<file path="src/rtl/cpu_mem_pkg.sv">
`default_nettype none
// ============================================================================
// Module      : cpu_mem_pkg
// Description : Shared encodings for the memory-access stage: access sizes,
//               FSM states and write-back control bit positions.
// Revision    : 1.0 - initial release
// ============================================================================
package cpu_mem_pkg;

  localparam logic [1:0] SZ_BYTE = 2'b00;
  localparam logic [1:0] SZ_HALF = 2'b01;
  localparam logic [1:0] SZ_WORD = 2'b10;

  typedef enum logic [1:0] {
    ST_IDLE  = 2'd0,
    ST_WAIT  = 2'd1,
    ST_ABORT = 2'd2
  } mem_state_t;

  localparam int WB_REGWRITE = 1;
  localparam int WB_MEMTOREG = 0;

endpackage
`default_nettype wire

</file>
<file path="src/rtl/load_align.sv">
`default_nettype none
// ============================================================================
// Module      : load_align
// Description : Extracts the addressed byte/halfword lane from a read word
//               and sign- or zero-extends it to 32 bits.
// Revision    : 1.0 - initial release
// ============================================================================
module load_align
  import cpu_mem_pkg::*;
(
  input  logic [31:0] rdata,
  input  logic [1:0]  addr,
  input  logic [1:0]  size,
  input  logic        sign,
  output logic [31:0] data
);

  logic [7:0]  w_byte;
  logic [15:0] w_half;

  always_comb begin
    case (addr)
      2'd0:    w_byte = rdata[7:0];
      2'd1:    w_byte = rdata[15:8];
      2'd2:    w_byte = rdata[23:16];
      default: w_byte = rdata[31:24];
    endcase
    w_half = addr[1] ? rdata[31:16] : rdata[15:0];

    case (size)
      SZ_BYTE: data = {{24{sign & w_byte[7]}}, w_byte};
      SZ_HALF: data = {{16{sign & w_half[15]}}, w_half};
      default: data = rdata;
    endcase
  end

endmodule
`default_nettype wire

</file>
<file path="src/rtl/mem_access_stage.sv">
`default_nettype none
// ============================================================================
// Module      : mem_access_stage
// Description : Pipeline MEM stage: data-memory req/ack port with lane
//               steering, wait-state stall, watchdog abort, misalignment
//               trap and the MEM/WB pipeline register.
// Revision    : 1.0 - initial release
// ============================================================================
module mem_access_stage
  import cpu_mem_pkg::*;
#(
  parameter int TIMEOUT = 255
) (
  input  logic        clk,
  input  logic        reset,
  input  logic [1:0]  wb_in,
  input  logic        we_in,
  input  logic        re_in,
  input  logic [1:0]  size_in,
  input  logic        sign_in,
  input  logic [31:0] alu_in,
  input  logic [31:0] wdata_in,
  input  logic [4:0]  rd_addr_in,
  output logic        dmem_req,
  output logic        dmem_we,
  output logic [31:0] dmem_addr,
  output logic [3:0]  dmem_be,
  output logic [31:0] dmem_wdata,
  input  logic        dmem_ack,
  input  logic [31:0] dmem_rdata,
  output logic        mem_stall,
  output logic [1:0]  wb_out,
  output logic [31:0] rdata_wb,
  output logic [31:0] alu_wb,
  output logic [4:0]  rd_addr_wb,
  output logic        misalign,
  output logic        bus_err
);

  // The IDLE cycle counts as the first stall cycle, so WAIT gives up one early.
  localparam logic [7:0] c_CNT_LAST = 8'(TIMEOUT - 2);
  localparam bit         c_TO_ONE   = (TIMEOUT == 1);

  mem_state_t  r_state;
  mem_state_t  w_state_nxt;
  logic [7:0]  r_cnt;
  logic        w_mem_op;
  logic        w_is_load;
  logic        w_aligned;
  logic        w_pending;
  logic        w_timeout;
  logic [31:0] w_load_data;

  assign w_mem_op  = we_in | re_in;
  assign w_is_load = re_in & ~we_in;

  always_comb begin
    case (size_in)
      SZ_BYTE: w_aligned = 1'b1;
      SZ_HALF: w_aligned = ~alu_in[0];
      default: w_aligned = (alu_in[1:0] == 2'b00);
    endcase
  end

  assign w_pending = w_mem_op & w_aligned & (r_state != ST_ABORT);
  assign w_timeout = (r_state == ST_WAIT) ? (r_cnt == c_CNT_LAST) : c_TO_ONE;

  always_ff @(posedge clk or negedge reset) begin
    if (!reset) begin
      r_state <= ST_IDLE;
      r_cnt   <= '0;
    end else begin
      r_state <= w_state_nxt;
      r_cnt   <= (r_state == ST_WAIT) ? r_cnt + 8'd1 : 8'd0;
    end
  end

  always_comb begin
    w_state_nxt = r_state;
    case (r_state)
      ST_IDLE:
        if (w_pending && !dmem_ack) w_state_nxt = w_timeout ? ST_ABORT : ST_WAIT;
      ST_WAIT:
        if (!w_pending || dmem_ack) w_state_nxt = ST_IDLE;
        else if (w_timeout)         w_state_nxt = ST_ABORT;
      default:
        w_state_nxt = ST_IDLE;
    endcase
  end

  always_comb begin
    mem_stall = w_pending & ~dmem_ack;
    dmem_req  = w_pending & reset;
    dmem_we   = dmem_req & we_in;
    dmem_addr = {alu_in[31:2], 2'b00};
    case (size_in)
      SZ_BYTE: begin
        dmem_be    = 4'b0001 << alu_in[1:0];
        dmem_wdata = {4{wdata_in[7:0]}};
      end
      SZ_HALF: begin
        dmem_be    = 4'b0011 << {alu_in[1], 1'b0};
        dmem_wdata = {2{wdata_in[15:0]}};
      end
      default: begin
        dmem_be    = 4'b1111;
        dmem_wdata = wdata_in;
      end
    endcase
  end

  load_align u_load_align (
    .rdata (dmem_rdata),
    .addr  (alu_in[1:0]),
    .size  (size_in),
    .sign  (sign_in),
    .data  (w_load_data)
  );

  // MEM/WB register; bubbles clear only the control field.
  always_ff @(posedge clk or negedge reset) begin
    if (!reset) begin
      wb_out     <= '0;
      rdata_wb   <= '0;
      alu_wb     <= '0;
      rd_addr_wb <= '0;
      misalign   <= 1'b0;
      bus_err    <= 1'b0;
    end else begin
      misalign <= w_mem_op & ~w_aligned & (r_state != ST_ABORT);
      bus_err  <= (w_state_nxt == ST_ABORT);
      if (mem_stall || (r_state == ST_ABORT) || (w_mem_op && !w_aligned)) begin
        wb_out <= '0;
      end else begin
        wb_out     <= wb_in;
        rdata_wb   <= w_is_load ? w_load_data : 32'd0;
        alu_wb     <= alu_in;
        rd_addr_wb <= rd_addr_in;
      end
    end
  end

endmodule
`default_nettype wire

</file>
<file path="config.mk">
export PLATFORM = sky130hd
export DESIGN_NAME = mem_access_stage
export DESIGN_NICKNAME = d
export VERILOG_FILES = /design/src/rtl/cpu_mem_pkg.sv /design/src/rtl/load_align.sv /design/src/rtl/mem_access_stage.sv
export SDC_FILE = /design/constraint.sdc
export NUM_CORES = 1
export LEC_CHECK = 0
export CORE_MARGIN = 10
export CORE_UTILIZATION = 42
export DETAILED_ROUTE_END_ITERATION = 8
export PLACE_DENSITY = 0.83
export SLEW_MARGIN = 25
export SYNTH_ARGS = -nofsm -noshare
export SYNTH_HDL_FRONTEND = slang
export SYNTH_SLANG_ARGS = --single-unit
</file>
<file path="constraint.sdc">
create_clock -name clk -period 3.13 [get_ports clk]
set_input_delay 0.313 -clock clk [delete_from_list [all_inputs] [get_ports clk]]
set_output_delay 0.313 -clock clk [all_outputs]
set_load 0.02 [all_outputs]
</file>
== Word level (Yosys, flattened, before mapping) ==
Index checks and enable logic that the tools add are counted.
Operators by class
  add/subtract/negate cells: 1
  reduce and logical (&&, ||, !) cells: 11
  eq/ne operators: 8
  bitwise gates (word level): 15
  shifts and indexed selects: 2
  multiplexer cells: 15
Operators with widths (count)
  32-bit one-hot mux with 2 select lines: 2
  32-bit 2-to-1 mux: 1
  8-bit one-hot mux with 3 select lines: 1
  16-bit 2-to-1 mux: 1
  1-bit bitwise AND: 10
  2-bit 2-to-1 mux: 5
  8-bit by 1-bit adder with 8-bit output, second input constant: 1
  8-bit == test, second input constant: 1
  8-bit 2-to-1 mux: 1
  4-bit one-hot mux with 2 select lines: 1
  2-bit by 1-bit == test with 1-bit output, second input constant: 3
  2-bit == test, second input constant: 3
  2-bit zero test: 3
  1-bit NOT: 4
  2-bit one-hot mux with 2 select lines: 1
  1-bit by 2-bit << shifter with 4-bit output, first input constant: 1
  2-bit by 2-bit << shifter with 4-bit output, first input constant: 1
  1-bit zero test: 3
  1-bit logical OR: 3
  1-bit logical AND: 2
  2-bit inequality test, second input constant: 1
  1-bit one-hot mux with 2 select lines: 1
  1-bit 2-to-1 mux: 1
  1-bit OR: 1
Word-level totals
  word-level logic and storage cells: 60
  output and inout port bits: 144
  flip-flop bits (word level): 83
  input port bits: 111

== Longest topological paths before layout ==
  word-level depth: 9
  depth in mapped cells: 7
  depth with buffers taken out: 5

== Modules after synthesis ==
Synthesis repeated with hierarchy kept, for this count alone.
Second synthesis, totals
  cell total of the unflattened synthesis: 489
  area total of the unflattened synthesis: 5009.8 um2
Modules (own cells, without submodules)
  mem_access_stage: sequential area each 2077.0 um2, cells each 374, instances 1, area an instance 4134.0 um2
  load_align: sequential area each 0.0 um2, cells each 115, instances 1, area an instance 875.8 um2

== Worst setup path before layout ==
No wires, ideal clock.
  path kind: input-to-output
  start: input size_in[0]
  end: output dmem_we
  arrival time: 1.806 ns
  path buffers: 1
  required time: 2.817 ns
  cell stages on the path: 5
  slack: 1.011 ns
  path through: buf_2 > nor2_1 > nor2_1 > nor3b_1 > and2_1
Between the ends
  word-level cells in the longest chain between the ends: 6
  elaborated cells on any way between the ends: 7
  classes of those cells: eq/ne: 1; mux: 1; bitwise: 4; reduce/logical: 1
RTL lines
  start: declaration: RTL line mem_access_stage.sv:19  | input logic [1:0] size_in,
  2-bit by 1-bit == test with 1-bit output / 2-bit zero test (equally long branches): RTL line mem_access_stage.sv:58  | case (size_in)
  1-bit one-hot mux with 2 select lines (*): RTL line mem_access_stage.sv:58
  1-bit bitwise AND (*) (2 in series): RTL line mem_access_stage.sv:65  | assign w_pending = w_mem_op & w_aligned & (r_state != ST_ABORT);
  1-bit bitwise AND (*): RTL line mem_access_stage.sv:93  | dmem_req = w_pending & reset;
  via dmem_req: RTL line mem_access_stage.sv:24  | output logic dmem_req,
  1-bit bitwise AND (*): RTL line mem_access_stage.sv:94  | dmem_we = dmem_req & we_in;
  end: declaration: RTL line mem_access_stage.sv:25  | output logic dmem_we,
Mark *: on every way through the listed nets, which the timed path passes. The rest lies on a longest branch.

== Worst setup path after layout ==
  start: input size_in[0]
  end: output dmem_we
Between the ends
  word-level cells in the longest chain between the ends: 6
  elaborated cells on any way between the ends: 7
  classes of those cells: eq/ne: 1; mux: 1; bitwise: 4; reduce/logical: 1
RTL lines (RTL line)
  2-bit by 1-bit == test with 1-bit output / 2-bit zero test (equally long branches): mem_access_stage.sv:58
  1-bit one-hot mux with 2 select lines (*): mem_access_stage.sv:58
  1-bit bitwise AND (*) (2 in series): mem_access_stage.sv:65
  1-bit bitwise AND (*): mem_access_stage.sv:93
  1-bit bitwise AND (*): mem_access_stage.sv:94
Mark *: on every way between the ends. The rest lies on a longest branch, timed or not.

==> results.ini <==
[outcome]
status = finished, final reports clean

[route]
drt_wl_total_um = 15620
ant_nets = 0
drtIter0Drc = 318
vias_per_cell = 5.174
num_vias = 3984
wl_per_cell_um = 20.28
drc_errors = 0
first_pass_iters = 4

[sta]
skew_ps = 6.132
maxSlewViolCount = 0
setup_viol = 0
rsz0062_at_grt = no
fmax_mhz = 369.2
tns_ps = 0
layout_min_cycle_time_ps = 2709
fin_ws_ps = 421.3
fin_crit_sh_pct = 86.54
hold_viol = 0
worst_slew_pin_slew_ps = 647.4
relSlewSlack_pct = 56.84

[place]
dp_hpwl_um = 12700
place_congestion = 0.8609
dp_cells = 753
post-place-ws_ps = 371.6
portBuffers = 252

[global_route]
grt_pass1_wl_um = 23120
grt_pass1_vias = 4164
gr-total-overflow = 0
grt_max_degree = 44
grt_usage_pct = 19.60
antenna_found_initial = 0

[synthesis]
synthCells = 419
netlist_top_cells_area = dfrtp_1, mux2_2, buf_4, nand2_1, mux2i_1
ys_types = 46
yosys.area.top_type = dfrtp_1
synth_area_mm2 = 0.004447
yosysWarnings = 0
ys.flop_type = dfrtp_1
yosys_register_bits = 83
synth_sequential_area_ratio_pct = 46.71
synth_enable_flop_cells = 0
syn_area_per_cell_um2 = 10.61
synthArstFlopShare_pct = 100.0
synth_top_area_share_pct = 46.71

[cts]
clkSinkCount = 83
cts_buffers = 9
ctsRootBufferMaster = clkbuf_8
clk_path_buf_depth = 2
clkSlewWorstSetupHoldPaths_ps = 80
cts_tree = yes
h-tree-depth = 3
insertion_delay_ps = 350
cts_hold_buf = 1
postCtsSetupBuffers = 0
cts_resized = 0

[layout]
fillCellCount = 787
area_growth_pct = 58.36
drive_above_1_share_pct = 13.72
final_cells = 770
final_common_cell = clkdlybuf4s50_1
num-nets-final = 742
layout_common_cells = clkdlybuf4s50_1, dfrtp_1, nand2_1
antennaDiodeCount = 0

[critical_path]
worst-r2r-cell-count = 4
cp-start-kind = input pin
worstPathArrival_ps = 2400
worstPathMaxFanout = 5
cp.required_ps = 2820
critPathKind = in2out
crit_path_end_kind = output pin

[power]
leakage_uw = 0.002987
powerDensity_mw_per_mm2 = 453.3
irDropWorstVdd_uv = 216.1

[die]
pin_count = 255
initial_core_util_pct = 43.07
dieWidth_um = 122.9
die_h_um = 122.9
core.rowCount = 37
die-area_mm2 = 0.01510
placeableCoreArea_mm2 = 0.01032

[worst_hold_path]
min_path_type = in2async

[flow_run]
maxCapViolations = 0

-- critical path, stage by stage --
cell and delay [ps]:
clkdlybuf4s50_1 450, nor2_1 390, nor2_1 200, nor3b_1 270, and2_1 160, clkdlybuf4s50_1 600
-- logic make-up after synthesis --
kind of cell	synth area share [%]
XOR/XNOR	0.7880
AND/OR/NAND/NOR	10.38
adder cells (fa/ha/maj)	0.5627
multiplexers	17.47
flip-flops	46.71
buffers and inverters	10.72
other	0.08433
AO/OA/AOI/OAI	13.28
-- power by group --
part | internal (µW) | switching (µW)
Combinational | 532 | 501
Sequential | 1180 | 52.8
Clock | 533 | 396
-- cell type report --
cell class / instances / area, µm² / share of cell area [%]
Tap cell: 136 / 170.2 / 2.416
Clock buffer: 10 / 127.6 / 1.812
Sequential cell: 83 / 2077 / 29.50
Multi-Input combinational cell: 263 / 1897 / 26.94
Clock inverter: 6 / 112.6 / 1.599
Timing Repair Buffer: 266 / 2635 / 37.42
Inverter: 6 / 22.52 / 0.3198
-- per-stage QoR --
| stage | hold WS [ps] | instance area, µm² | utilization, % | power [µW] |
|---|---|---|---|---|
| 2_1_floorplan | 17.41 | 4451 | - | 1746 |
| 6_report | 337.0 | 7042 | 68.21 | 3192 |
| 4_1_cts | 340.5 | 7042 | 68.21 | 3218 |
| 5_1_grt | 343.3 | 7042 | 68.21 | 3321 |
| 3_3_place_gp | 126.3 | 6792 | 65.79 | 2272 |
| 3_5_place_dp | 128.0 | 6792 | 65.79 | 2297 |
-- flip-flops by register name, summed over array words and instances (netlist names) --
name	flops
rd_addr_wb	5
rdata_wb	32
bus_err	1
r_cnt	8
wb_out	2
r_state	2
alu_wb	32
misalign	1
-- cell usage after synthesis, types with 2 or more instances --
master	count
xor2_1	3
buf_2	10
mux2_2	51
and3_1	2
inv_1	6
nor3_1	2
clkbuf_2	2
a22o_1	2
mux2i_1	18
mux2_1	2
clkbuf_1	8
nand3_1	9
and2_1	3
nand2b_1	3
nand2_1	55
buf_6	2
dfrtp_1	83
nor2b_1	3
nor4_1	2
a21oi_1	10
or3_1	3
buf_4	45
o21ai_0	31
ha_1	2
a32oi_1	16
nor2_1	17
a32o_1	6
o21ai_1	5
-- path summary, 6_finish.rpt --
kind                               from  slack [ps]            to
min                               reset         340    r_state[0]
max reg2reg                  r_state[1]        1260  rdata_wb[31]
max                          size_in[0]         420       dmem_we
min in group clk             size_in[1]         460      misalign
max in group asynchronous         reset        1510  rdata_wb[10]
min reg2reg                rdata_wb[12]         490  rdata_wb[12]
-- per-layer routing --
| layer | up-vias | track usage (%) | part of all wire [%] |
|---|---|---|---|
| met2 | 217 | 33.87 | 49 |
| li1 | 1861 | - | - |
| met3 | 16 | 8.979 | 13 |
| met4 | 0 | 5.228 | 1.3 |
| met1 | 1890 | 21.31 | 36 |
| met5 | - | 0 | 0 |
Power figures use the tool's default switching activity.
